## src/rtl/uart_frame_echo.sv

```systemverilog
// UART frame buffer: gathers a frame from the serial input and echoes it forward or reversed.
// Define UART_FRAME_CKSUM_EN to append an XOR checksum byte after each echoed payload.
module uart_frame_echo #(
  parameter int unsigned NBYTES_MAX  = 16,
  parameter int unsigned CLK_FREQ    = 125_000_000,
  parameter int unsigned BAUD_RATE   = 115_200,
  parameter logic [7:0]  TERM_BYTE   = 8'h0D,
  parameter int unsigned TIMEOUT_CYC = 125_000
) (
  input  logic                              iClk,
  input  logic                              iRstN,
  input  logic                              iRx,
  output logic                              oTx,
  input  logic                              iMode,
  output logic                              oBusy,
  output logic [$clog2(NBYTES_MAX+1)-1:0]   oFrameLen,
  output logic [7:0]                        oFrameCnt,
  output logic [7:0]                        oDropCnt
);

  localparam int unsigned Cpb  = CLK_FREQ / BAUD_RATE;
  localparam int unsigned Half = Cpb / 2;
  localparam int unsigned BW   = $clog2(Cpb + 1);
  localparam int unsigned CW   = $clog2(NBYTES_MAX + 1);
  localparam int unsigned IW   = $clog2(NBYTES_MAX);
  localparam int unsigned RW   = CW + 1;
  localparam int unsigned TW   = $clog2(TIMEOUT_CYC + 1);
`ifdef UART_FRAME_CKSUM_EN
  localparam int unsigned CkExtra = 1;
`else
  localparam int unsigned CkExtra = 0;
`endif

  typedef enum logic [1:0] {StRx, StTxLoad, StTxWait, StDone} state_e;

  // ---------------- serial receiver ----------------
  logic [1:0]    rx_sync_q;
  logic          rx_in;
  logic          rx_active_q;
  logic [3:0]    rx_bit_q;
  logic [BW-1:0] rx_baud_q;
  logic [7:0]    rx_shift_q;
  logic          rx_done_q;

  assign rx_in = rx_sync_q[1];

  always_ff @(posedge iClk or negedge iRstN) begin
    if (!iRstN) begin
      rx_sync_q   <= 2'b11;
      rx_active_q <= 1'b0;
      rx_bit_q    <= '0;
      rx_baud_q   <= '0;
      rx_shift_q  <= '0;
      rx_done_q   <= 1'b0;
    end else begin
      rx_sync_q <= {rx_sync_q[0], iRx};
      rx_done_q <= 1'b0;
      if (!rx_active_q) begin
        if (!rx_in) begin
          rx_active_q <= 1'b1;
          rx_bit_q    <= '0;
          rx_baud_q   <= BW'(Half - 1);
        end
      end else if (rx_baud_q != '0) begin
        rx_baud_q <= rx_baud_q - 1'b1;
      end else begin
        rx_baud_q <= BW'(Cpb - 1);
        rx_bit_q  <= rx_bit_q + 4'd1;
        if (rx_bit_q == 4'd0) begin
          if (rx_in) rx_active_q <= 1'b0;  // glitch, not a real start bit
        end else if (rx_bit_q == 4'd9) begin
          rx_active_q <= 1'b0;
          rx_done_q   <= rx_in;            // framing error drops the byte
        end else begin
          rx_shift_q <= {rx_in, rx_shift_q[7:1]};
        end
      end
    end
  end

  // ---------------- serial transmitter ----------------
  logic          tx_start;
  logic [7:0]    tx_byte;
  logic          tx_busy_q;
  logic          tx_done_q;
  logic          tx_line_q;
  logic [8:0]    tx_shift_q;
  logic [3:0]    tx_bit_q;
  logic [BW-1:0] tx_baud_q;

  always_ff @(posedge iClk or negedge iRstN) begin
    if (!iRstN) begin
      tx_busy_q  <= 1'b0;
      tx_done_q  <= 1'b0;
      tx_line_q  <= 1'b1;
      tx_shift_q <= '0;
      tx_bit_q   <= '0;
      tx_baud_q  <= '0;
    end else begin
      tx_done_q <= 1'b0;
      if (!tx_busy_q) begin
        if (tx_start) begin
          tx_busy_q  <= 1'b1;
          tx_line_q  <= 1'b0;
          tx_shift_q <= {1'b1, tx_byte};
          tx_bit_q   <= '0;
          tx_baud_q  <= BW'(Cpb - 1);
        end
      end else if (tx_baud_q != '0) begin
        tx_baud_q <= tx_baud_q - 1'b1;
      end else begin
        tx_baud_q <= BW'(Cpb - 1);
        if (tx_bit_q == 4'd9) begin
          tx_busy_q <= 1'b0;
          tx_done_q <= 1'b1;
          tx_line_q <= 1'b1;
        end else begin
          tx_line_q  <= tx_shift_q[0];
          tx_shift_q <= {1'b1, tx_shift_q[8:1]};
          tx_bit_q   <= tx_bit_q + 4'd1;
        end
      end
    end
  end

  assign oTx = tx_line_q;

  // ---------------- frame control ----------------
  state_e        state_q, state_d;
  logic [7:0]    buf_q [NBYTES_MAX];
  logic [CW-1:0] cnt_q, len_q, close_len;
  logic [IW-1:0] idx_q;
  logic [RW-1:0] rem_q;
  logic [TW-1:0] tmo_q;
  logic          mode_q;
  logic [7:0]    frame_cnt_q, drop_cnt_q;
  logic [7:0]    cksum_q;
  logic          in_rx, rx_term, store, tmo_hit, close;

  assign in_rx     = (state_q == StRx);
  assign rx_term   = rx_done_q && (rx_shift_q == TERM_BYTE);
  assign store     = in_rx && rx_done_q && !rx_term;
  // A byte landing on the timeout cycle wins; the timeout is simply suppressed.
  assign tmo_hit   = (cnt_q != '0) && !rx_done_q && (tmo_q == TW'(TIMEOUT_CYC));
  assign close     = in_rx && ((rx_term && cnt_q != '0) ||
                               (store && cnt_q == CW'(NBYTES_MAX - 1)) || tmo_hit);
  assign close_len = store ? cnt_q + 1'b1 : cnt_q;

  always_ff @(posedge iClk or negedge iRstN) begin
    if (!iRstN) state_q <= StRx;
    else        state_q <= state_d;
  end

  always_comb begin
    state_d = state_q;
    unique case (state_q)
      StRx:     if (close) state_d = StTxLoad;
      StTxLoad: if (!tx_busy_q) state_d = StTxWait;
      StTxWait: if (tx_done_q) state_d = (rem_q == RW'(1)) ? StDone : StTxLoad;
      StDone:   state_d = StRx;
      default:  state_d = StRx;
    endcase
  end

  always_comb begin
    oBusy    = (state_q == StTxLoad) || (state_q == StTxWait);
    tx_start = (state_q == StTxLoad) && !tx_busy_q;
`ifdef UART_FRAME_CKSUM_EN
    tx_byte  = (rem_q == RW'(1)) ? cksum_q : buf_q[idx_q];
`else
    tx_byte  = buf_q[idx_q];
`endif
  end

  always_ff @(posedge iClk) begin
    if (store) buf_q[cnt_q[IW-1:0]] <= rx_shift_q;
  end

  always_ff @(posedge iClk or negedge iRstN) begin
    if (!iRstN) begin
      cnt_q       <= '0;
      len_q       <= '0;
      idx_q       <= '0;
      rem_q       <= '0;
      tmo_q       <= '0;
      mode_q      <= 1'b0;
      frame_cnt_q <= '0;
      drop_cnt_q  <= '0;
    end else begin
      if (in_rx) begin
        if (rx_done_q || close) tmo_q <= '0;
        else if (cnt_q != '0)   tmo_q <= tmo_q + 1'b1;
        if (close) begin
          cnt_q  <= '0;
          len_q  <= close_len;
          mode_q <= iMode;
          idx_q  <= iMode ? IW'(close_len - 1'b1) : '0;
          rem_q  <= RW'(close_len) + RW'(CkExtra);
        end else if (store) begin
          cnt_q <= cnt_q + 1'b1;
        end
      end else begin
        tmo_q <= '0;
      end
      if (rx_done_q && !in_rx && drop_cnt_q != 8'hFF) drop_cnt_q <= drop_cnt_q + 8'd1;
      if (state_q == StTxWait && tx_done_q) begin
        rem_q <= rem_q - 1'b1;
        idx_q <= mode_q ? idx_q - 1'b1 : idx_q + 1'b1;
        if (rem_q == RW'(1)) frame_cnt_q <= frame_cnt_q + 8'd1;
      end
    end
  end

`ifdef UART_FRAME_CKSUM_EN
  always_ff @(posedge iClk or negedge iRstN) begin
    if (!iRstN)                 cksum_q <= 8'h00;
    else if (store)             cksum_q <= cksum_q ^ rx_shift_q;
    else if (state_q == StDone) cksum_q <= 8'h00;
  end
`else
  assign cksum_q = 8'h00;
`endif

  assign oFrameLen = len_q;
  assign oFrameCnt = frame_cnt_q;
  assign oDropCnt  = drop_cnt_q;

endmodule

```

## config.mk

```make
export PLATFORM = sky130hd
export DESIGN_NAME = uart_frame_echo
export DESIGN_NICKNAME = d
export VERILOG_FILES = /design/src/rtl/uart_frame_echo.sv
export SDC_FILE = /design/constraint.sdc
export NUM_CORES = 1
export LEC_CHECK = 0
export ABC_CLOCK_PERIOD_IN_PS = 2300
export BUFFER_PORTS_ARGS = -buffer_cell sky130_fd_sc_hd__buf_4
export CELL_PAD_IN_SITES_DETAIL_PLACEMENT = 0
export CELL_PAD_IN_SITES_GLOBAL_PLACEMENT = 1
export CORE_AREA = 2 2 163 149
export DETAILED_ROUTE_END_ITERATION = 7
export DIE_AREA = 0 0 165 151
export PLACE_DENSITY = 0.81
export SLEW_MARGIN = 40
export SYNTH_ARGS = -nofsm -noshare
export SYNTH_HDL_FRONTEND = slang
export SYNTH_SLANG_ARGS = --single-unit
```

## constraint.sdc

```tcl
create_clock -name iClk -period 2.3 [get_ports iClk]
set_clock_uncertainty 0.15 [all_clocks]
set_input_delay 0.69 -clock iClk [delete_from_list [all_inputs] [get_ports iClk]]
set_output_delay 0.69 -clock iClk [all_outputs]
set_load 0.05 [all_outputs]
```

==> out/metrics.cfg, run 1 <==
[run_status]
status=complete, but fails checks
failed_checks=negative setup slack

[final_layout]
layoutNonFillerInstCount=1261
post-route-util=0.587
n_antenna_cell=0
final-seq-area_sq_um=6600
drive_gt1_frac=0.320
multi_input_area_sq_um=4200
syn_to_final_growth_pct=26.7
fin_nets=971
num-fill-cells=1759
mostFrequentLayoutCell=edfxtp_1
final_cell_mix=128 x edfxtp_1, 120 x buf_4, 105 x dfrtp_1

[global_routing]
antenna_found_initial=0
grt_pass1_vias=6955
track_usage=0.190
grt_pass1_wl_um=37100
globalRouteOverflowTotal=0
grt_max_degree=26

[cts]
cts.sink_count=238
cts_max_path_buffers=3
path_clk_slew_ps=60
cts_made_buffers=25
clock_latency_ps=520
cts_tree=done
cts_root_buffer=clkbuf_16
cts-htree-levels=1

[timing]
setup_violations=11
whs_ps=125
hold_viol_final=0
tns_ps=-862
fin_ws_ps=-114
slew_violations=0
maxSlewHeadroom=0.633
fmax_ghz=0.414
post-route-period-util=1.05
rsz0062_at_grt=true
finalCriticalPeriod_ps=2410
tightestPinTransition_ps=550

[placed_design]
dp_cells=1193
dp.final_hpwl_um=15100
place.gp.congestion=0.813
numPortBuffers=26

[logic_synthesis]
yosysSeqAreaShare=0.616
syn-num-nets=826
synth_area_per_cell_sq_um=13.5
async_reset_ff_frac=0.462
synth_edf_count=128
synth-seq-cells=238
netlist_instances=796
syn_area_sq_um=10700
synth_cell_types=69
yosysWarnings=0
synthFlopType=edfxtp_1

[power]
p_leak_nw=5.20
ir_worst_vdd_uv=513
power.density_nw_per_um2=654

[hold_path]
hold_path_class=in -> reg
hp-start=iRx
whs_path_depth=1

[critical_path]
cp.required_ps=2550
r2r_cells=9
crit_fanout=8
r2r_slack_ps=-110
endpoint=rx_shift_q[1]
cp-startpoint=rx_baud_q[0]
cp-end-kind=flop
rr_startpoint=rx_baud_q[0]
crit_arrival_ps=2660
regToRegEndpoint=rx_shift_q[1]
startpoint_type=flop
critPathKind=reg -> reg

[die]
die_x_um=165
ios=27
start_util=0.463
fp.dieArea_sq_um=24900
design.core.area_sq_um=23100
die_h_um=151
rows=53

[detailed_routing]
drt_iter0_markers=517
drc=0
drt_first_pass_iters=5
vias=6900
wl_um=23000
via_per_inst=5.47
avgRoutedWirePerCell_um=18.2
drtAntennaViolNets=0

[job]
cap_violations=0

==> kinds of logic after synthesis <==
kind of cell,count (synthesis),share of synthesized area
AND/OR/NAND/NOR,266,0.128
flip-flops,238,0.616
AO/OA/AOI/OAI,107,0.0668
buffers and inverters,64,0.0267
multiplexers,52,0.0964
XOR/XNOR,43,0.0351
adder cells (fa/ha/maj),26,0.0311
==> synthesized netlist by cell type, drive strengths merged (4+ instances only) <==
cell	n	area, sq um
a21o	6	45.0
a21oi	23	115
a22o	4	35.0
a22oi	4	35.0
a31oi	7	43.8
and3	23	144
buf	13	95.1
clkbuf	20	75.1
dfrtp	107	2680
edfxtp	128	3840
ha	25	313
inv	31	116
mux2	10	113
mux4	40	901
nand2	75	282
nand2b	7	43.8
nand3	35	198
nand4	12	75.1
nor2	56	218
nor2b	6	37.5
nor3	24	120
nor4	6	52.6
o211ai	5	47.5
o21ai	30	158
o22ai	4	25.0
or3	7	43.8
xnor2	29	254
xor2	14	123
==> report_power, final <==
group          switching [mW]  internal (mW)  total (mW)
sequential           0.000708           4.46        4.47
combinational          0.0470         0.0209      0.0679
clock                    1.63           2.71        4.34
==> cell type report <==
class,instances,area share
multi-input cells,496,0.309
repair buffers,149,0.103
well taps,302,0.0278
inverters,31,0.00857
clock inverters,14,0.0171
clock buffers,31,0.0485
flip-flops and latches,238,0.486
==> worst min path at each step <==
stage                   end  slack, ps
3_3_place_gp   rx_sync_q[1]        200
2_1_floorplan  rx_sync_q[1]        200
5_1_grt        rx_sync_q[0]        110
3_5_place_dp   rx_sync_q[1]        210
6_report       rx_sync_q[0]        120
4_1_cts        rx_sync_q[0]        100
==> flip-flops by register name, indices dropped and copies added, names as in the netlist <==
signal       count
tx_shift_q       9
tx_busy_q        1
oDropCnt         8
tx_bit_q         4
oFrameLen        5
rx_baud_q       11
cnt_q            5
idx_q            4
tmo_q           17
rx_done_q        1
oFrameCnt        8
rx_sync_q        2
mode_q           1
rx_shift_q       8
oTx              1
state_q          2
rx_active_q      1
buf_q          128
tx_done_q        1
rx_bit_q         4
rem_q            6
tx_baud_q       11
==> per-stage QoR <==
stage | power (mW) | area, sq um | worst slack (ps)
floorplan | 4.55 | 10800 | -134
global placement | 4.62 | 12200 | -64.5
detailed placement | 4.62 | 12200 | -63.4
CTS | 8.96 | 13200 | -17.7
global route | 9.14 | 13600 | -194
finish | 8.87 | 13600 | -114
==> worst max-delay path, cell delays in order (launching register included) <==
cell and delay (ps):
dfrtp_1 390, inv_2 80, ha_4 130, or4b_4 470, nor4_4 240, buf_4 160, nand3_4 80, nor2_4 150
buf_12 140, mux2_4 310
==> layer usage <==
layer  track usage  wire length, um
met1         0.271            10600
met2         0.309            11000
met3        0.0318              834
met4        0.0430              456
met5             0                0
==> timing repair <==
action / CTS / global route
setup endpoints to repair: 24 / 61
hold buffers: 1 / 0
buffers inserted: 5 / 15
cloned: 1 / 1
endpoints found under the hold margin: 21 / 0
resized for setup: 10 / 56
pin swaps: 8 / 28
Note: power is estimated with default switching activity, not from simulation.
==> run 2: changes to the inputs <==
--- a/config.mk
+++ b/config.mk
@@ -5,14 +5,15 @@
 export SDC_FILE = /design/constraint.sdc
 export NUM_CORES = 1
 export LEC_CHECK = 0
+export ABC_AREA = 1
 export ABC_CLOCK_PERIOD_IN_PS = 2300
 export BUFFER_PORTS_ARGS = -buffer_cell sky130_fd_sc_hd__buf_4
 export CELL_PAD_IN_SITES_DETAIL_PLACEMENT = 0
 export CELL_PAD_IN_SITES_GLOBAL_PLACEMENT = 1
-export CORE_AREA = 2 2 163 149
+export CORE_AREA = 2 2 167 152
 export DETAILED_ROUTE_END_ITERATION = 7
-export DIE_AREA = 0 0 165 151
-export PLACE_DENSITY = 0.81
+export DIE_AREA = 0 0 169 154
+export PLACE_DENSITY = 0.82
 export SLEW_MARGIN = 40
 export SYNTH_ARGS = -nofsm -noshare
 export SYNTH_HDL_FRONTEND = slang
==> out/metrics.cfg, run 2 <==
[final_layout]
layoutNonFillerInstCount=1459  ; was 1261
fin_nets=1163  ; was 971
n_antenna_cell=0  ; unchanged
post-route-util=0.521  ; was 0.587
syn_to_final_growth_pct=16.7  ; was 26.7%
final_cell_mix=184 x nor2_1, 131 x nand2_1, 128 x edfxtp_1  ; was 128 x edfxtp_1, 120 x buf_4, 105 x dfrtp_1
drive_gt1_frac=0.146  ; was 0.320
largest_register_ffs=128  ; unchanged
num-fill-cells=2136  ; was 1759
mostFrequentLayoutCell=nor2_1  ; was edfxtp_1
fin_area_sq_um=12600  ; was 13600 sq um

[power]
clkPwrFrac=0.461  ; was 0.489
switching_share=0.193  ; was 0.189
power.density_nw_per_um2=666  ; was 654 nW/um^2
p_leak_nw=4.99  ; was 5.20 nW
p_comb_frac=0.007  ; was 0.008
p_int_mw=6.78  ; was 7.19 mW
seqPwrFrac=0.532  ; was 0.503
ir_worst_vdd_uv=481  ; was 513 uV
power_mw=8.39  ; was 8.87 mW
p_sw_mw=1.62  ; was 1.68 mW

[cts]
cts_tree=done  ; unchanged
cts-htree-levels=1  ; unchanged
clock_latency_ps=520  ; about the same
path_clk_slew_ps=60  ; about the same
cts_max_path_buffers=3  ; unchanged
cts_made_buffers=24  ; was 25
cts.sink_count=238  ; unchanged
cts_root_buffer=clkbuf_16  ; unchanged

[timing]
post-route-period-util=0.983  ; was 1.05
setup_violations=0  ; was 11
hold_viol_final=0  ; unchanged
rsz0062_at_grt=true  ; unchanged
finalCriticalPeriod_ps=2260  ; was 2410 ps
fmax_ghz=0.442  ; was 0.414 GHz
slew_violations=0  ; unchanged
fin_ws_ps=40.1  ; was -114 ps
tightestPinTransition_ps=515  ; was 550 ps
maxSlewHeadroom=0.656  ; was 0.633

[critical_path]
cp.required_ps=1460  ; was 2550 ps
critPathKind=reg -> out  ; was reg -> reg
crit_fanout=4  ; was 8
startpoint_type=flop  ; unchanged
cp-end-kind=output pin  ; was flop
crit_arrival_ps=1420  ; was 2660 ps

[global_routing]
antenna_found_initial=0  ; unchanged
top_usage_layer=met2  ; unchanged
grt_use_met3=0.0263  ; was 0.0318
grt_pass1_wl_um=37600  ; was 37100 um
grt_pass1_vias=7328  ; was 6955
grt_max_degree=64  ; was 26
met1_usage=0.264  ; was 0.271
grtUsageMet2=0.283  ; was 0.309
globalRouteOverflowTotal=0  ; unchanged
track_usage=0.180  ; was 0.190

[detailed_routing]
via_per_inst=5.18  ; was 5.47
wl_um=23000  ; about the same
drc=0  ; unchanged
drt_iter0_markers=684  ; was 517
drt_first_pass_iters=6  ; was 5
drtAntennaViolNets=0  ; unchanged
avgRoutedWirePerCell_um=15.7  ; was 18.2 um
vias=7554  ; was 6900

[placed_design]
dp_cells=1406  ; was 1193
dp_slack_ps=115  ; was -63.4 ps
dp.final_hpwl_um=15200  ; was 15100 um
place.gp.congestion=0.803  ; was 0.813
post_dp_cell_area_sq_um=11700  ; was 12200 sq um
numPortBuffers=26  ; unchanged

[die]
rows=54  ; was 53
ios=27  ; unchanged
design.core.area_sq_um=24200  ; was 23100 sq um
fp.dieArea_sq_um=26000  ; was 24900 sq um
start_util=0.446  ; was 0.463
die_x_um=169  ; was 165 um
die_h_um=154  ; was 151 um

[logic_synthesis]
syn_area_sq_um=10800  ; was 10700 sq um
synth_edf_count=128  ; unchanged
synth_area_leader_cell=edfxtp_1  ; unchanged
synth_top_area_frac=0.356  ; was 0.359
synth-seq-cells=238  ; unchanged
synth_area_per_cell_sq_um=10.3  ; was 13.5 sq um
syn-num-nets=1081  ; was 826
netlist_top_cells_area=edfxtp_1 36%, dfrtp_1 25%, nor2_1 6.5%, nand2_1 4.7%, o21ai_0 4.5%  ; was edfxtp_1 36%, dfrtp_1 25%, mux4_2 8.4%, ha_1 2.9%, nand2_1 2.6%
yosys-top-cells-count=186 x nor2_1, 134 x nand2_1, 128 x edfxtp_1  ; was 128 x edfxtp_1, 107 x dfrtp_1, 75 x nand2_1
synth_cell_types=47  ; was 69
async_reset_ff_frac=0.462  ; unchanged
yosysSeqAreaShare=0.611  ; was 0.616
yosysWarnings=0  ; unchanged
synthFlopType=edfxtp_1  ; unchanged
yosysMostFrequentCell=nor2_1  ; was edfxtp_1
netlist_instances=1051  ; was 796

[hold_path]
hold_path_class=in -> reg  ; unchanged

[job]
cap_violations=0  ; unchanged

[run_status]
status=finished, final reports clean  ; was complete, but fails checks

run 2: layout make-up:
class / count / area, sq um / area share
multi-input cells: 684 / 3730 / 0.296
well taps: 308 / 385 / 0.0306
clock buffers: 37 / 694 / 0.0551
flip-flops and latches: 238 / 6600 / 0.524
repair buffers: 88 / 733 / 0.0582
clock inverters: 7 / 85.1 / 0.00675
inverters: 97 / 367 / 0.0291
run 2: critical path: stages, from the launching register on:
cell,delay [ps]
dfrtp_1,380
inv_2,70
ha_1,300
buf_6,160
run 2: metrics by stage:
| stage | hold slack [ps] | TNS, ps |
|---|---|---|
| after global placement | 203 | 0 |
| after CTS | 121 | 0 |
| after detailed placement | 204 | 0 |
| after global routing | 112 | -155 |
| after floorplan | 195 | 0 |
| final | 135 | 0 |
run 2: path summary, 6_finish.rpt:
| check | startpoint | end | slack [ps] | cells past startpoint |
|---|---|---|---|---|
| max | state_q[0] | oBusy | 40 | 3 |
| min | iRx | rx_sync_q[0] | 140 | 1 |
| max reg2reg | state_q[0] | buf_q[4][6] | 100 | 9 |
| min reg2reg | rx_sync_q[0] | rx_sync_q[1] | 210 | 0 |
| max in group asynchronous | iRstN | rx_sync_q[0] | 910 | 3 |
| min in group asynchronous | iRstN | tx_baud_q[5] | 450 | 2 |
run 2: logic make-up (layout without fill, tap and decap cells):
group | after synthesis | after routing | share of synthesized area
simple gates | 426 | 427 | 0.170
flops | 238 | 238 | 0.611
compound gates | 186 | 186 | 0.103
buf+inv | 130 | 229 | 0.0486
xor+xnor | 45 | 45 | 0.0365
fa+ha+maj | 26 | 26 | 0.0308
run 2: layer usage:
layer	share of wire	vias up	wire, um
li1	-	3736	-
met1	0.47	3620	10900
met2	0.46	157	10500
met3	0.049	41	1120
met4	0.020	0	451
met5	0	-	0
run 2: timing repair:
item                       in CTS  in global routing
pin swaps                       0                  7
setup endpoints to repair       1                 28
hold endpoints to repair       19                  0
cloned                          0                  1
setup buffers                   1                  6
hold buffers                    1                  0
gates resized for setup         2                 15
run 2: power groups by stage:
stage	Clock (mW)	Combinational, mW	Sequential (mW)
3_3_place_gp	0	0.0580	4.55
6_report	3.87	0.0560	4.46
5_1_grt	4.11	0.0664	4.46
4_1_cts	3.95	0.0598	4.46
3_5_place_dp	0	0.0586	4.55
2_1_floorplan	0	0.00373	4.55
